File: src/rtl/led_tx_pkg.sv
// Shared definitions for the LED frame transmitter: FSM encoding, default
// bit/latch timing constants and small elaboration-time helpers.
package led_tx_pkg;

  // Frame sequencer states
  typedef enum logic [2:0] {
    IDLE  = 3'd0,
    FETCH = 3'd1,
    WAIT  = 3'd2,
    SEND  = 3'd3,
    LATCH = 3'd4
  } state_t;

  // Default timing in clk cycles
  localparam int unsigned TBIT_DEF = 63;
  localparam int unsigned T0H_DEF  = 20;
  localparam int unsigned T1H_DEF  = 40;
  localparam int unsigned TRST_DEF = 15000;

  // Pixel format: 24-bit GRB, sent MSB first
  localparam int unsigned PIX_W        = 24;
  localparam int unsigned BITS_PER_PIX = 24;

  function automatic int unsigned max_u(input int unsigned a, input int unsigned b);
    return (a > b) ? a : b;
  endfunction

  // Counter width for a range of n values, at least one bit
  function automatic int unsigned width_of(input int unsigned n);
    return (n > 1) ? $clog2(n) : 1;
  endfunction

endpackage

File: src/rtl/led_bit_timer.sv
// Per-symbol waveform generator. A go pulse starts either a data bit
// (high for T1H/T0H cycles, low for the rest of TBIT) or the end-of-frame
// latch (low for TRST cycles). done_c flags the last cycle of the symbol so
// the caller can issue the next go in the same cycle without a gap.
// Ports:
//   clk, rst_n  clock, asynchronous active-low reset
//   go          start a symbol (takes priority over done_c)
//   bit_val     data bit value for a data symbol
//   latch       1: latch symbol, 0: data symbol
//   dout        registered serial line
//   done_c      combinational, last cycle of the running symbol
module led_bit_timer
  import led_tx_pkg::*;
#(
  parameter int unsigned TBIT = TBIT_DEF,
  parameter int unsigned T0H  = T0H_DEF,
  parameter int unsigned T1H  = T1H_DEF,
  parameter int unsigned TRST = TRST_DEF
) (
  input  logic clk,
  input  logic rst_n,
  input  logic go,
  input  logic bit_val,
  input  logic latch,
  output logic dout,
  output logic done_c
);

  localparam int unsigned CMAX = max_u(TBIT, TRST);
  localparam int unsigned CW   = width_of(CMAX);

  logic          active;
  logic [CW-1:0] cnt;
  logic [CW-1:0] last;
  logic [CW-1:0] hi;
  logic [CW-1:0] cnt_inc;

  assign cnt_inc = cnt + CW'(1);
  assign done_c  = active && (cnt == last);

  // Symbol counter and line driver; dout reflects the cycle that cnt will hold
  always_ff @(posedge clk or negedge rst_n) begin
    if (!rst_n) begin
      active <= 1'b0;
      cnt    <= '0;
      last   <= '0;
      hi     <= '0;
      dout   <= 1'b0;
    end else if (go) begin
      active <= 1'b1;
      cnt    <= '0;
      last   <= latch ? CW'(TRST - 1) : CW'(TBIT - 1);
      hi     <= latch ? '0 : (bit_val ? CW'(T1H) : CW'(T0H));
      dout   <= !latch;
    end else if (done_c) begin
      active <= 1'b0;
      cnt    <= '0;
      dout   <= 1'b0;
    end else if (active) begin
      cnt    <= cnt_inc;
      dout   <= (cnt_inc < hi);
    end
  end

endmodule

File: src/rtl/led_frame_tx.sv
// Serial LED frame transmitter. On start it reads NUM_LEDS GRB pixels from an
// external one-cycle-latency memory and shifts them out MSB first as
// pulse-width coded bits, then holds the line low for the latch period and
// pulses finish. The next pixel is prefetched during bit 23 of the current
// one so consecutive pixels are sent without a gap.
// Ports:
//   clk, rst_n  clock, asynchronous active-low reset
//   start       frame request, only looked at while idle
//   busy        frame in progress
//   pix_rd      one-cycle pixel read strobe, pix_addr holds the index
//   pix_data    pixel returned one cycle after pix_rd
//   dout        serial LED data line
//   finish      one-cycle pulse once frame and latch are complete
module led_frame_tx
  import led_tx_pkg::*;
#(
  parameter int unsigned NUM_LEDS = 64,
  parameter int unsigned AW       = 6,
  parameter int unsigned TBIT     = TBIT_DEF,
  parameter int unsigned T0H      = T0H_DEF,
  parameter int unsigned T1H      = T1H_DEF,
  parameter int unsigned TRST     = TRST_DEF
) (
  input  logic             clk,
  input  logic             rst_n,
  input  logic             start,
  output logic             busy,
  output logic             pix_rd,
  output logic [AW-1:0]    pix_addr,
  input  logic [PIX_W-1:0] pix_data,
  output logic             dout,
  output logic             finish
);

  localparam int unsigned PW = width_of(NUM_LEDS);
  localparam int unsigned BW = width_of(BITS_PER_PIX);

  state_t           state;
  state_t           state_n;
  logic             go_c;
  logic             bit_c;
  logic             latch_c;
  logic             done_c;
  logic             busy_n;
  logic             pix_rd_n;
  logic             finish_n;
  logic [AW-1:0]    pix_addr_n;
  logic [PIX_W-1:0] sh;
  logic [PIX_W-1:0] hold;
  logic [BW-1:0]    bit_cnt;
  logic [PW-1:0]    pix_cnt;
  logic             rd_d;
  logic             last_bit_c;
  logic             pre_bit_c;
  logic             last_pix_c;

  assign last_bit_c = (bit_cnt == BW'(BITS_PER_PIX - 1));
  assign pre_bit_c  = (bit_cnt == BW'(BITS_PER_PIX - 2));
  assign last_pix_c = (pix_cnt == PW'(NUM_LEDS - 1));

  // State register
  always_ff @(posedge clk or negedge rst_n) begin
    if (!rst_n) begin
      state <= IDLE;
    end else begin
      state <= state_n;
    end
  end

  // Next state, symbol requests and next values of the registered outputs
  always_comb begin
    state_n    = state;
    go_c       = 1'b0;
    bit_c      = 1'b0;
    latch_c    = 1'b0;
    pix_rd_n   = 1'b0;
    pix_addr_n = pix_addr;
    finish_n   = 1'b0;
    case (state)
      IDLE: begin
        if (start) begin
          state_n    = FETCH;
          pix_rd_n   = 1'b1;
          pix_addr_n = '0;
        end
      end
      FETCH: begin
        state_n = WAIT;
      end
      WAIT: begin
        state_n = SEND;
        go_c    = 1'b1;
        bit_c   = pix_data[PIX_W-1];
      end
      SEND: begin
        if (done_c) begin
          go_c = 1'b1;
          if (!last_bit_c) begin
            bit_c = sh[PIX_W-2];
            // Bit 23 is about to start: fetch the next pixel
            if (pre_bit_c && !last_pix_c) begin
              pix_rd_n   = 1'b1;
              pix_addr_n = AW'(pix_cnt) + AW'(1);
            end
          end else if (!last_pix_c) begin
            bit_c = hold[PIX_W-1];
          end else begin
            latch_c = 1'b1;
            state_n = LATCH;
          end
        end
      end
      LATCH: begin
        if (done_c) begin
          state_n  = IDLE;
          finish_n = 1'b1;
        end
      end
      default: begin
        state_n = IDLE;
      end
    endcase
    busy_n = (state_n != IDLE);
  end

  // Registered outputs
  always_ff @(posedge clk or negedge rst_n) begin
    if (!rst_n) begin
      busy     <= 1'b0;
      pix_rd   <= 1'b0;
      pix_addr <= '0;
      finish   <= 1'b0;
    end else begin
      busy     <= busy_n;
      pix_rd   <= pix_rd_n;
      pix_addr <= pix_addr_n;
      finish   <= finish_n;
    end
  end

  // Pixel shift/hold registers and bit/pixel counters
  always_ff @(posedge clk or negedge rst_n) begin
    if (!rst_n) begin
      sh      <= '0;
      hold    <= '0;
      bit_cnt <= '0;
      pix_cnt <= '0;
      rd_d    <= 1'b0;
    end else begin
      // Prefetched data arrives the cycle after its strobe
      rd_d <= pix_rd && (state == SEND);
      if (rd_d) begin
        hold <= pix_data;
      end
      case (state)
        IDLE: begin
          bit_cnt <= '0;
          pix_cnt <= '0;
        end
        WAIT: begin
          sh      <= pix_data;
          bit_cnt <= '0;
        end
        SEND: begin
          if (done_c) begin
            if (!last_bit_c) begin
              sh      <= {sh[PIX_W-2:0], 1'b0};
              bit_cnt <= bit_cnt + BW'(1);
            end else if (!last_pix_c) begin
              sh      <= hold;
              bit_cnt <= '0;
              pix_cnt <= pix_cnt + PW'(1);
            end
          end
        end
        default: begin
        end
      endcase
    end
  end

  // Symbol waveform generator
  led_bit_timer #(
    .TBIT (TBIT),
    .T0H  (T0H),
    .T1H  (T1H),
    .TRST (TRST)
  ) u_bit_timer (
    .clk     (clk),
    .rst_n   (rst_n),
    .go      (go_c),
    .bit_val (bit_c),
    .latch   (latch_c),
    .dout    (dout),
    .done_c  (done_c)
  );

endmodule

File: config.mk
export PLATFORM = sky130hd
export DESIGN_NAME = led_frame_tx
export DESIGN_NICKNAME = d
export VERILOG_FILES = /design/src/rtl/led_tx_pkg.sv /design/src/rtl/led_bit_timer.sv /design/src/rtl/led_frame_tx.sv
export SDC_FILE = /design/constraint.sdc
export NUM_CORES = 1
export LEC_CHECK = 0
export BUFFER_PORTS_ARGS = -buffer_cell sky130_fd_sc_hd__buf_2
export CORE_UTILIZATION = 60
export CTS_CLUSTER_SIZE = 16
export DETAILED_ROUTE_END_ITERATION = 10
export PLACE_DENSITY = 0.77
export SYNTH_ARGS = -nofsm -noshare
export SYNTH_HDL_FRONTEND = slang
export SYNTH_SLANG_ARGS = --single-unit
File: constraint.sdc
create_clock -name clk -period 2.6 [get_ports clk]
set_input_delay 0.26 -clock clk [delete_from_list [all_inputs] [get_ports clk]]
set_output_delay 0.26 -clock clk [all_outputs]
set_load 0.005 [all_outputs]
==> results of run 1 <==
[flip-flops by register name (all words and copies together) (netlist names)]
name / count
bit_cnt: 5
busy: 1
finish: 1
hold: 24
pix_addr: 6
pix_cnt: 6
pix_rd: 1
rd_d: 1
sh: 23
state: 3
u_bit_timer.active: 1
u_bit_timer.cnt: 14
u_bit_timer.dout: 1
u_bit_timer.hi: 2
u_bit_timer.last: 3
[power by group through the flow]
stage	clock (mW)	sequential, mW	combinational (mW)
floorplan	0	1.49	0.0420
global placement	0	1.49	0.106
detailed placement	0	1.49	0.109
CTS	0.966	1.46	0.111
global route	1.02	1.46	0.128
finish	0.942	1.46	0.108
[layer usage]
| layer | GRT usage (%) | part of all wire, % | vias to the layer above |
|---|---|---|---|
| met5 | 0 | 0 | - |
| met4 | 9.81 | 1.8 | 0 |
| met3 | 6.57 | 4.7 | 12 |
| met2 | 42.1 | 48 | 86 |
| met1 | 34.2 | 45 | 1784 |
| li1 | - | - | 1844 |
[final timing paths]
| path | start | end | cells after the start | slack, ns |
|---|---|---|---|---|
| max | u_bit_timer.cnt[2]$_DFFE_PN0P_ | bit_cnt[4]$_DFFE_PN0P_ | 7 | 0.24 |
| min | pix_data[6] | hold[6]$_DFFE_PN0P_ | 2 | 0.14 |
| max reg2reg | u_bit_timer.cnt[2]$_DFFE_PN0P_ | bit_cnt[4]$_DFFE_PN0P_ | 7 | 0.24 |
| min reg2reg | sh[2]$_DFFE_PN0P_ | sh[2]$_DFFE_PN0P_ | 2 | 0.49 |
| max in group asynchronous | rst_n | sh[10]$_DFFE_PN0P_ | 3 | 1.51 |
| min in group asynchronous | rst_n | pix_cnt[5]$_DFFE_PN0P_ | 2 | 0.46 |
[stage by stage]
step / std cells / setup slack, ns
after floorplan: 509 / 0.573
after global placement: 630 / 0.313
final: 646 / 0.237
after global routing: 646 / 0.0149
after CTS: 646 / 0.238
after detailed placement: 630 / 0.278
[area by class of cell]
cell class                 count  share of cell area (%)
clock inverter                 5                    1.17
sequential                    92                    43.9
tap                           99                    2.36
multi-input combinational    377                    43.0
clock buffer                  10                    2.43
timing repair buffer          53                    6.43
inverter                      10                   0.715
[synth_stat cells, drive strengths merged (2+ instances only)]
| cell type | instances | area [um2] |
|---|---|---|
| o22ai | 2 | 12.5 |
| o21ai | 34 | 170 |
| dfrtp | 92 | 2300 |
| or3 | 3 | 18.8 |
| o31ai | 2 | 15.0 |
| ha | 7 | 87.6 |
| xnor2 | 9 | 78.8 |
| a31oi | 4 | 31.3 |
| a21o | 3 | 22.5 |
| a21oi | 56 | 280 |
| o31a | 2 | 17.5 |
| o211ai | 2 | 15.0 |
| inv | 10 | 37.5 |
| nand4 | 8 | 50.1 |
| a22o | 2 | 17.5 |
| or2 | 5 | 31.3 |
| nand3 | 15 | 80.1 |
| clkbuf | 21 | 78.8 |
| nor2 | 28 | 105 |
| nor2b | 2 | 12.5 |
| and4 | 3 | 26.3 |
| and3 | 13 | 81.3 |
| nand2 | 103 | 387 |
| nor3 | 9 | 67.6 |
| a22oi | 2 | 15.0 |
| buf | 9 | 48.8 |
| xor2 | 10 | 87.6 |
| mux2 | 25 | 282 |
| mux2i | 8 | 80.1 |
| nor4 | 2 | 12.5 |
| a2bb2oi | 2 | 17.5 |
[timing repair]
item | in CTS | in global routing
endpoints found under the hold margin | 46 | 0
hold buffers | 1 | 0
buffers inserted | 0 | 0
setup endpoints to repair | 0 | 0
[logic make-up after synthesis]
family / synth area share (%)
DFF: 48.8
and+or+nand+nor: 19.8
buffers and inverters: 3.50
AOI/OAI and AO/OA: 14.9
xor gates and xnor gates: 3.53
adders and majority gates: 1.86
muxes: 7.66
==> reports/metrics.csv, run 1 <==
metric,value,unit
Final HPWL DP,6370,um
Die H,90.7,um
Int Pwr,1.94,mW
"Seq/Total Area, Yosys",48.8,%
Num CTS Buffers,9,
Cell Pwr Density,478,nW/um2
Finished Cell Area,5250,um2
placed cell area,5050,um2
Worst-Skew Late Latency,0.36,ns
Synth Instances,509,
P&R area growth vs syn,11.3,%
CP Cell Sequence,"nor4_1, o22ai_1, nor3_4, buf_4, nand3_1, or4_1, nand3_1",
CP max-delay cell,dfrtp_1,
routability cong.,0.856,
row count,31,
die area,8220,um2
Via-to-Cell Ratio,5.77,
hold slack,0.140,ns
status,completed,
Worst-Margin Slew,0.640,ns
critical path capture point type,flop,
required time worst endpoint,2.89,ns
setup violators final,0,
largest net degree at the start of global routing,51,
Mapped Area,4720,um2
Routed Antenna Nets,0,
fin nets,577,
Residual DRC,0,
pins over their slew limit,0,
crit start category,flop,
NetSw,0.575,mW
Fmax,423,MHz
Ant. Diodes,0,
Synth cell types,55,
Sequential Area,2300,um2
total track usage,26.2,%
RSZ-0062 raised after global routing,no,
IO Pins,37,
min-delay worst type,in -> reg,
# resized after CTS,0,
maximum fanout along the worst path,11,
"most common cell after layout, fill and taps aside",nand2_1,
gr ovfl total,0,
Multi-input gate area,2260,um2
WL/cell,14.8,um
First DRT Iteration DRCs,209,
most frequent cells in the layout,"103 x nand2_1, 92 x dfrtp_1, 56 x a21oi_1, 35 x buf_2, 33 x o21ai_0",
Setup Skew,0.00905,ns
clk buf depth,2,
total power,2.51,mW
Syn. warnings,0,
Seq pwr share,58.2,%
vias in the first global route,3690,
CP max stage delay,0.50,ns
Total Wirelength,9550,um
VDD IR-drop max,321,uV
Max-cap violations,0,
Chip Width,90.7,um
Worst path most repeated cell,nand3_1,
switching share of power,22.9,%
CORE AREA,7410,um2
Leak,2.54,nW
number of synthesized flops with an enable pin,0,
Slew HR,57.3,%
post-route minimum period,2.36,ns
port bufs,36,
via count,3726,
Worst EP arrival,2.66,ns
initial antenna violation count,0,
total negative slack,0,ns
Final Cycle Share,90.9,%
Clk network pwr share,37.5,%
"FF+latch count, synth",92,
Crit path max-delay family,simple AND/OR/NAND/NOR gates,
Main synth FF type,dfrtp_1,
drt pass-1 iters,5,
layout cells sized above 1,18.5,%
"Avg Cell Area, Syn",9.27,um2
critical setup path kind,reg -> reg,
Synth async-reset ratio,100,%
TritonCTS clock tree,built,
Final Core Density,70.9,%
final hold vios,0,
Initial Util,63.7,%
CP Buf/Inv Count,1,
clk slew on worst S/H paths,0.09,ns
Comb power frac,4.3,%
syn nets,543,
clk sinks,92,
filler cell count,587,
first-pass GRT wire length,17100,um
htree depth,3,
CTS root buf,clkbuf_8,
Power figures use the tool's default switching activity.
==> inputs of run 2 (changes only) <==
--- a/config.mk
+++ b/config.mk
@@ -9,7 +9,9 @@
 export CORE_UTILIZATION = 60
 export CTS_CLUSTER_SIZE = 16
 export DETAILED_ROUTE_END_ITERATION = 10
+export MAX_ROUTING_LAYER = met4
 export PLACE_DENSITY = 0.77
+export REMOVE_ABC_BUFFERS = 1
 export SYNTH_ARGS = -nofsm -noshare
 export SYNTH_HDL_FRONTEND = slang
 export SYNTH_SLANG_ARGS = --single-unit
==> run 2 against run 1 <==
- clock skew increased by 0.0015 ns
- die area is the same
- critical endpoint is now pix_addr[4]$_DFFE_PN0P_
- critical path depth down 1
==> reports/metrics.csv, run 2 (synthesized netlist as in run 1, its figures left out) <==
metric,value,unit,change
status,completed,,
Worst path depth,6,,-1
Worst-Skew Late Latency,0.36,ns,about the same
die area,8220,um2,unchanged
Clk network pwr share,36.2,%,-1.3 points
Max-cap violations,0,,unchanged
Via-to-Cell Ratio,5.85,,+1.4%
Worst EP arrival,2.68,ns,+0.02 ns
first-pass GRT wire length,17400,um,+1.9%
Total Wirelength,9900,um,+3.6%
via count,3767,,+1.1%
Slew HR,62.7,%,+5.3 points
Residual DRC,0,,unchanged
crit start category,flop,,
Sequential Area,2300,um2,unchanged
FF-to-FF Start,u_bit_timer.cnt[2]$_DFFE_PN0P_,,
Int Pwr,1.89,mW,-2.4%
gr ovfl total,0,,unchanged
Num CTS Buffers,9,,unchanged
Final Worst Setup Slack,0.207,ns,-0.0296 ns
Post-CTS Setup Inserts,0,,unchanged
largest net degree at the start of global routing,51,,unchanged
CP Cell Sequence,"nor4_1, o22ai_1, nor3_4, nand2_1, nor3_4, mux2i_1",,
cell count after placement,627,,-0.48%
"most common cell after layout, fill and taps aside",nand2_1,,
CP Buf/Inv Count,0,,-1
total negative slack,0,ns,unchanged
total track usage,27.0,%,+0.84 points
Final Core Density,70.6,%,-0.25 points
First DRT Iteration DRCs,250,,+20%
Initial Util,63.7,%,unchanged
Routed Antenna Nets,0,,unchanged
vias in the first global route,3761,,+1.9%
IO Pins,37,,unchanged
Chip Width,90.7,um,unchanged
reg2reg setup slack,0.21,ns,-0.03 ns
TritonCTS clock tree,built,,
Fmax,418,MHz,-1.2%
most frequent cells in the layout,"103 x nand2_1, 92 x dfrtp_1, 56 x a21oi_1, 35 x buf_2, 33 x o21ai_0",,
critical path capture point type,flop,,
RSZ-0062 raised after global routing,no,,
NetSw,0.570,mW,-0.85%
Multi-input gate area,2260,um2,about the same
final hold vios,0,,unchanged
pins over their slew limit,0,,unchanged
required time worst endpoint,2.89,ns,about the same
filler cell count,573,,-2.4%
Place WS,0.218,ns,-0.0596 ns
Seq pwr share,59.4,%,+1.2 points
WL/cell,15.4,um,+4.0%
Leak,2.55,nW,+0.18%
Ant. Diodes,0,,unchanged
clk buf depth,2,,unchanged
layout cells sized above 1,18.2,%,-0.30 points
Die H,90.7,um,unchanged
VDD IR-drop max,394,uV,+23%
Cell Pwr Density,470,nW/um2,-1.7%
Worst path most repeated cell,nor3_4,,
row count,31,,unchanged
terminus of the critical flop-to-flop path,pix_addr[4]$_DFFE_PN0P_,,
fin nets,574,,-0.52%
hold slack,0.140,ns,+0.0000460 ns
CP max stage delay,0.51,ns,about the same
P&R area growth vs syn,10.9,%,
hold depth,2,,unchanged
Final HPWL DP,6620,um,+3.9%
maximum fanout along the worst path,13,,+2
Worst-Margin Slew,0.558,ns,-0.0820 ns
post-route minimum period,2.39,ns,+0.0296 ns
setup violators final,0,,unchanged
Non-Filler Instances,644,,-0.31%
max reg flops,24,,unchanged
min-delay worst type,in -> reg,,
CORE AREA,7410,um2,unchanged
CTS root buf,clkbuf_8,,
switching share of power,23.1,%,+0.27 points
largest registers,"hold: 24 flops, sh: 23 flops, u_bit_timer.cnt: 14 flops",,
Final Cycle Share,92.0,%,+1.1 points
R2R cell count,6,,-1
critical setup path kind,reg -> reg,,
CP max-delay cell,dfrtp_1,,
initial antenna violation count,0,,unchanged
Worst Hold End,hold[13]$_DFFE_PN0P_,,
clk slew on worst S/H paths,0.09,ns,about the same
Comb power frac,4.4,%,about the same
drt pass-1 iters,5,,unchanged
hold path startpoint,pix_data[13],,
Top reg by flops,hold,,
clk sinks,92,,unchanged
Crit path max-delay family,simple AND/OR/NAND/NOR gates,,
htree depth,3,,unchanged
routability cong.,0.927,,+8.4%
Setup Skew,0.0105,ns,+0.00145 ns
port bufs,36,,unchanged
[run 2: what timing repair did]
action,4_1_cts,5_1_grt
endpoints found under the setup margin,0,1
resized for setup,0,1
hold buffers,1,0
endpoints found under the hold margin,43,0
[run 2: layer usage]
metal	track usage (%)	part of all wire [%]	up-vias	routed length, um
li1	-	-	1840	-
met1	34.9	46	1839	4570
met2	43.8	49	71	4870
met4	9.01	1.6	0	159
met3	3.87	3.0	17	296
met5	-	0	-	0
[run 2: worst max-delay path by stage]
| stage | endpoint | slack (ns) | start |
|---|---|---|---|
| after global placement | pix_addr[5]$_DFFE_PN0P_ | 0.30 | u_bit_timer.cnt[6]$_DFFE_PN0P_ |
| after CTS | pix_addr[1]$_DFFE_PN0P_ | 0.22 | u_bit_timer.cnt[2]$_DFFE_PN0P_ |
| after floorplan | u_bit_timer.dout$_DFFE_PN0P_ | -0.69 | bit_cnt[0]$_DFFE_PN0P_ |
| after global routing | u_bit_timer.dout$_DFFE_PN0P_ | 0.02 | u_bit_timer.cnt[0]$_DFFE_PN0P_ |
| final | pix_addr[4]$_DFFE_PN0P_ | 0.21 | u_bit_timer.cnt[2]$_DFFE_PN0P_ |
| after detailed placement | pix_addr[5]$_DFFE_PN0P_ | 0.22 | u_bit_timer.cnt[2]$_DFFE_PN0P_ |
[run 2: power by group through the flow]
stage	Sequential, mW	Clock, mW	Combinational (mW)
floorplan	1.49	0	0.0416
global placement	1.49	0	0.104
detailed placement	1.49	0	0.108
CTS	1.46	0.908	0.110
global route	1.46	0.966	0.127
finish	1.46	0.892	0.107
[run 2: area by class of cell]
cell class                 instances  area share (%)
sequential                        92            44.0
tap                               99            2.37
clock inverter                     4           0.454
timing repair buffer              50            6.27
multi-input combinational        377            43.2
inverter                          10           0.718
clock buffer                      12            2.97
[run 2: per-stage QoR]
stage,area [um2],power (mW)
detailed placement,5040,1.60
CTS,5230,2.48
finish,5230,2.46
global route,5230,2.56
floorplan,4590,1.53
global placement,5040,1.59
==> inputs of run 3 (changes only) <==
--- a/config.mk
+++ b/config.mk
@@ -6,11 +6,11 @@
 export NUM_CORES = 1
 export LEC_CHECK = 0
 export BUFFER_PORTS_ARGS = -buffer_cell sky130_fd_sc_hd__buf_2
-export CORE_UTILIZATION = 60
+export CORE_UTILIZATION = 65
 export CTS_CLUSTER_SIZE = 16
 export DETAILED_ROUTE_END_ITERATION = 10
 export MAX_ROUTING_LAYER = met4
-export PLACE_DENSITY = 0.77
+export PLACE_DENSITY = 0.82
 export REMOVE_ABC_BUFFERS = 1
 export SYNTH_ARGS = -nofsm -noshare
 export SYNTH_HDL_FRONTEND = slang
==> constraint.sdc (replaced) <==
create_clock -name clk -period 3 [get_ports clk]
set_input_delay 0.3 -clock clk [delete_from_list [all_inputs] [get_ports clk]]
set_output_delay 0.3 -clock clk [all_outputs]
set_load 0.005 [all_outputs]
==> run 3 against run 2 <==
- clock power is 4.0% higher
- largest power group unchanged
- core utilization up 5.4 points
- worst hold slack gained 0.045 ns
- largest cell class unchanged
- highest routed layer unchanged
- routed wire length down 1.0%
- sequential power decreased by 13%
==> reports/metrics.csv, run 3 (synthesized netlist as in run 1, its figures left out) <==
metric,value,unit,change
"most common cell after layout, fill and taps aside",nand2_1,,
Finished Cell Area,5250,um2,+0.38%
total power,2.29,mW,-7.0%
port bufs,36,,unchanged
initial antenna violation count,0,,unchanged
IO Pins,37,,unchanged
routability cong.,0.909,,-2.0%
maximum fanout along the worst path,14,,+1
total track usage,29.4,%,+2.4 points
gr ovfl total,0,,unchanged
Routed Antenna Nets,0,,unchanged
clk sinks,92,,unchanged
largest net degree at the start of global routing,49,,-3.9%
Via-to-Cell Ratio,5.94,,+1.5%
Routed met2 length,4810,um,-1.2%
status,completed,,
critical setup path kind,reg -> reg,,
Num CTS Buffers,9,,unchanged
row count,30,,-3.2%
Place WS,0.469,ns,+0.250 ns
setup violators final,0,,unchanged
Final Core Density,76.0,%,+5.4 points
largest registers,"hold: 24 flops, sh: 23 flops, u_bit_timer.cnt: 14 flops",,
Residual DRC,0,,unchanged
critical path capture point type,flop,,
Max-cap violations,0,,unchanged
clk buf depth,2,,unchanged
vias in the first global route,3649,,-3.0%
Worst-Skew Late Latency,0.36,ns,about the same
Sequential Area,2300,um2,unchanged
Initial Util,68.3,%,+4.6 points
filler cell count,499,,-13%
P&R area growth vs syn,11.3,%,
Slew HR,58.1,%,-4.6 points
Final Worst Setup Slack,0.486,ns,+0.279 ns
max reg flops,24,,unchanged
post-route minimum period,2.51,ns,+0.121 ns
required time worst endpoint,3.28,ns,+0.39 ns
First DRT Iteration DRCs,248,,-0.80%
Fmax,398,MHz,-4.8%
VDD IR-drop max,382,uV,-3.2%
Final Cycle Share,83.8,%,-8.2 points
routed length on met1,4370,um,-4.3%
placed cell area,5020,um2,-0.47%
Worst EP arrival,2.80,ns,+0.12 ns
Cell Pwr Density,436,nW/um2,-7.4%
first-pass GRT wire length,16700,um,-4.4%
Top reg by flops,hold,,
Setup Skew,0.00841,ns,-0.00209 ns
final hold vios,0,,unchanged
min-delay worst type,in -> reg,,
drt pass-1 iters,4,,-1
Chip Width,87.2,um,-3.8%
Multi-input gate area,2260,um2,about the same
Routed met3 length,416,um,+41%
CTS root buf,clkbuf_8,,
crit start category,flop,,
pins over their slew limit,0,,unchanged
Total Wirelength,9800,um,-1.0%
Post-CTS Setup Inserts,0,,unchanged
RSZ-0062 raised after global routing,no,,
most frequent cells in the layout,"103 x nand2_1, 92 x dfrtp_1, 56 x a21oi_1, 35 x buf_2, 33 x o21ai_0",,
top sig layer,met4,,
Worst-Margin Slew,0.623,ns,+0.0642 ns
layout cells sized above 1,18.2,%,+0.033 points
WL/cell,15.3,um,-0.40%
clk slew on worst S/H paths,0.09,ns,about the same
Die H,87.2,um,-3.8%
via count,3801,,+0.90%
htree depth,3,,unchanged
die area,7600,um2,-7.5%
Leak,2.55,nW,+0.23%
Ant. Diodes,0,,unchanged
TritonCTS clock tree,built,,
fin nets,573,,-0.17%
CORE AREA,6910,um2,-6.8%
Final HPWL DP,6630,um,+0.17%
total negative slack,0,ns,unchanged
## run 3: repair_timing
action,CTS,global route
endpoints found under the hold margin,44,0
setup endpoints to repair,0,0
resized for setup,0,0
hold buffers,1,0
## run 3: metal layers
layer / global-route usage, % / vias up
met1: 38.0 / 1837
met5: - / -
li1: - / 1837
met2: 47.0 / 107
met3: 4.45 / 20
met4: 11.8 / 0
## run 3: cell type report
class | count | share of cell area (%)
clock buffer | 10 | 2.62
sequential | 92 | 43.8
multi-input combinational | 377 | 43.0
tap | 96 | 2.29
clock inverter | 6 | 1.64
timing repair buffer | 49 | 5.86
inverter | 10 | 0.715
## run 3: report_power, final
group          switching (mW)  internal [mW]
clock network           0.436          0.492
logic                  0.0554         0.0376
registers              0.0105           1.26
## run 3: worst paths after layout
path	startpoint	depth (start not counted)	slack [ns]	end
worst max register to register	u_bit_timer.cnt[6]$_DFFE_PN0P_	6	0.49	pix_addr[5]$_DFFE_PN0P_
max in group asynchronous	rst_n	3	1.88	u_bit_timer.cnt[3]$_DFFE_PN0P_
worst min-delay path	pix_data[5]	2	0.18	hold[5]$_DFFE_PN0P_
min in group asynchronous	rst_n	2	0.47	pix_addr[2]$_DFFE_PN0P_
worst max-delay path	u_bit_timer.cnt[6]$_DFFE_PN0P_	6	0.49	pix_addr[5]$_DFFE_PN0P_
worst min register to register	sh[4]$_DFFE_PN0P_	2	0.49	sh[4]$_DFFE_PN0P_
## run 3: worst max-delay path, cell delays in order (launching register included)
cell and delay [ns]:
dfrtp_1 0.48, nor4b_2 0.33, o21ai_1 0.20, nor3_4 0.54, nand2_1 0.21, nor3_4 0.44
mux2i_1 0.25
## run 3: metrics by stage
stage                     std cells  hold WS (ns)
final                           640         0.185
after global routing            640         0.173
after CTS                       640         0.173
after detailed placement        623         0.335
after global placement          623         0.338
after floorplan                 479       0.00441
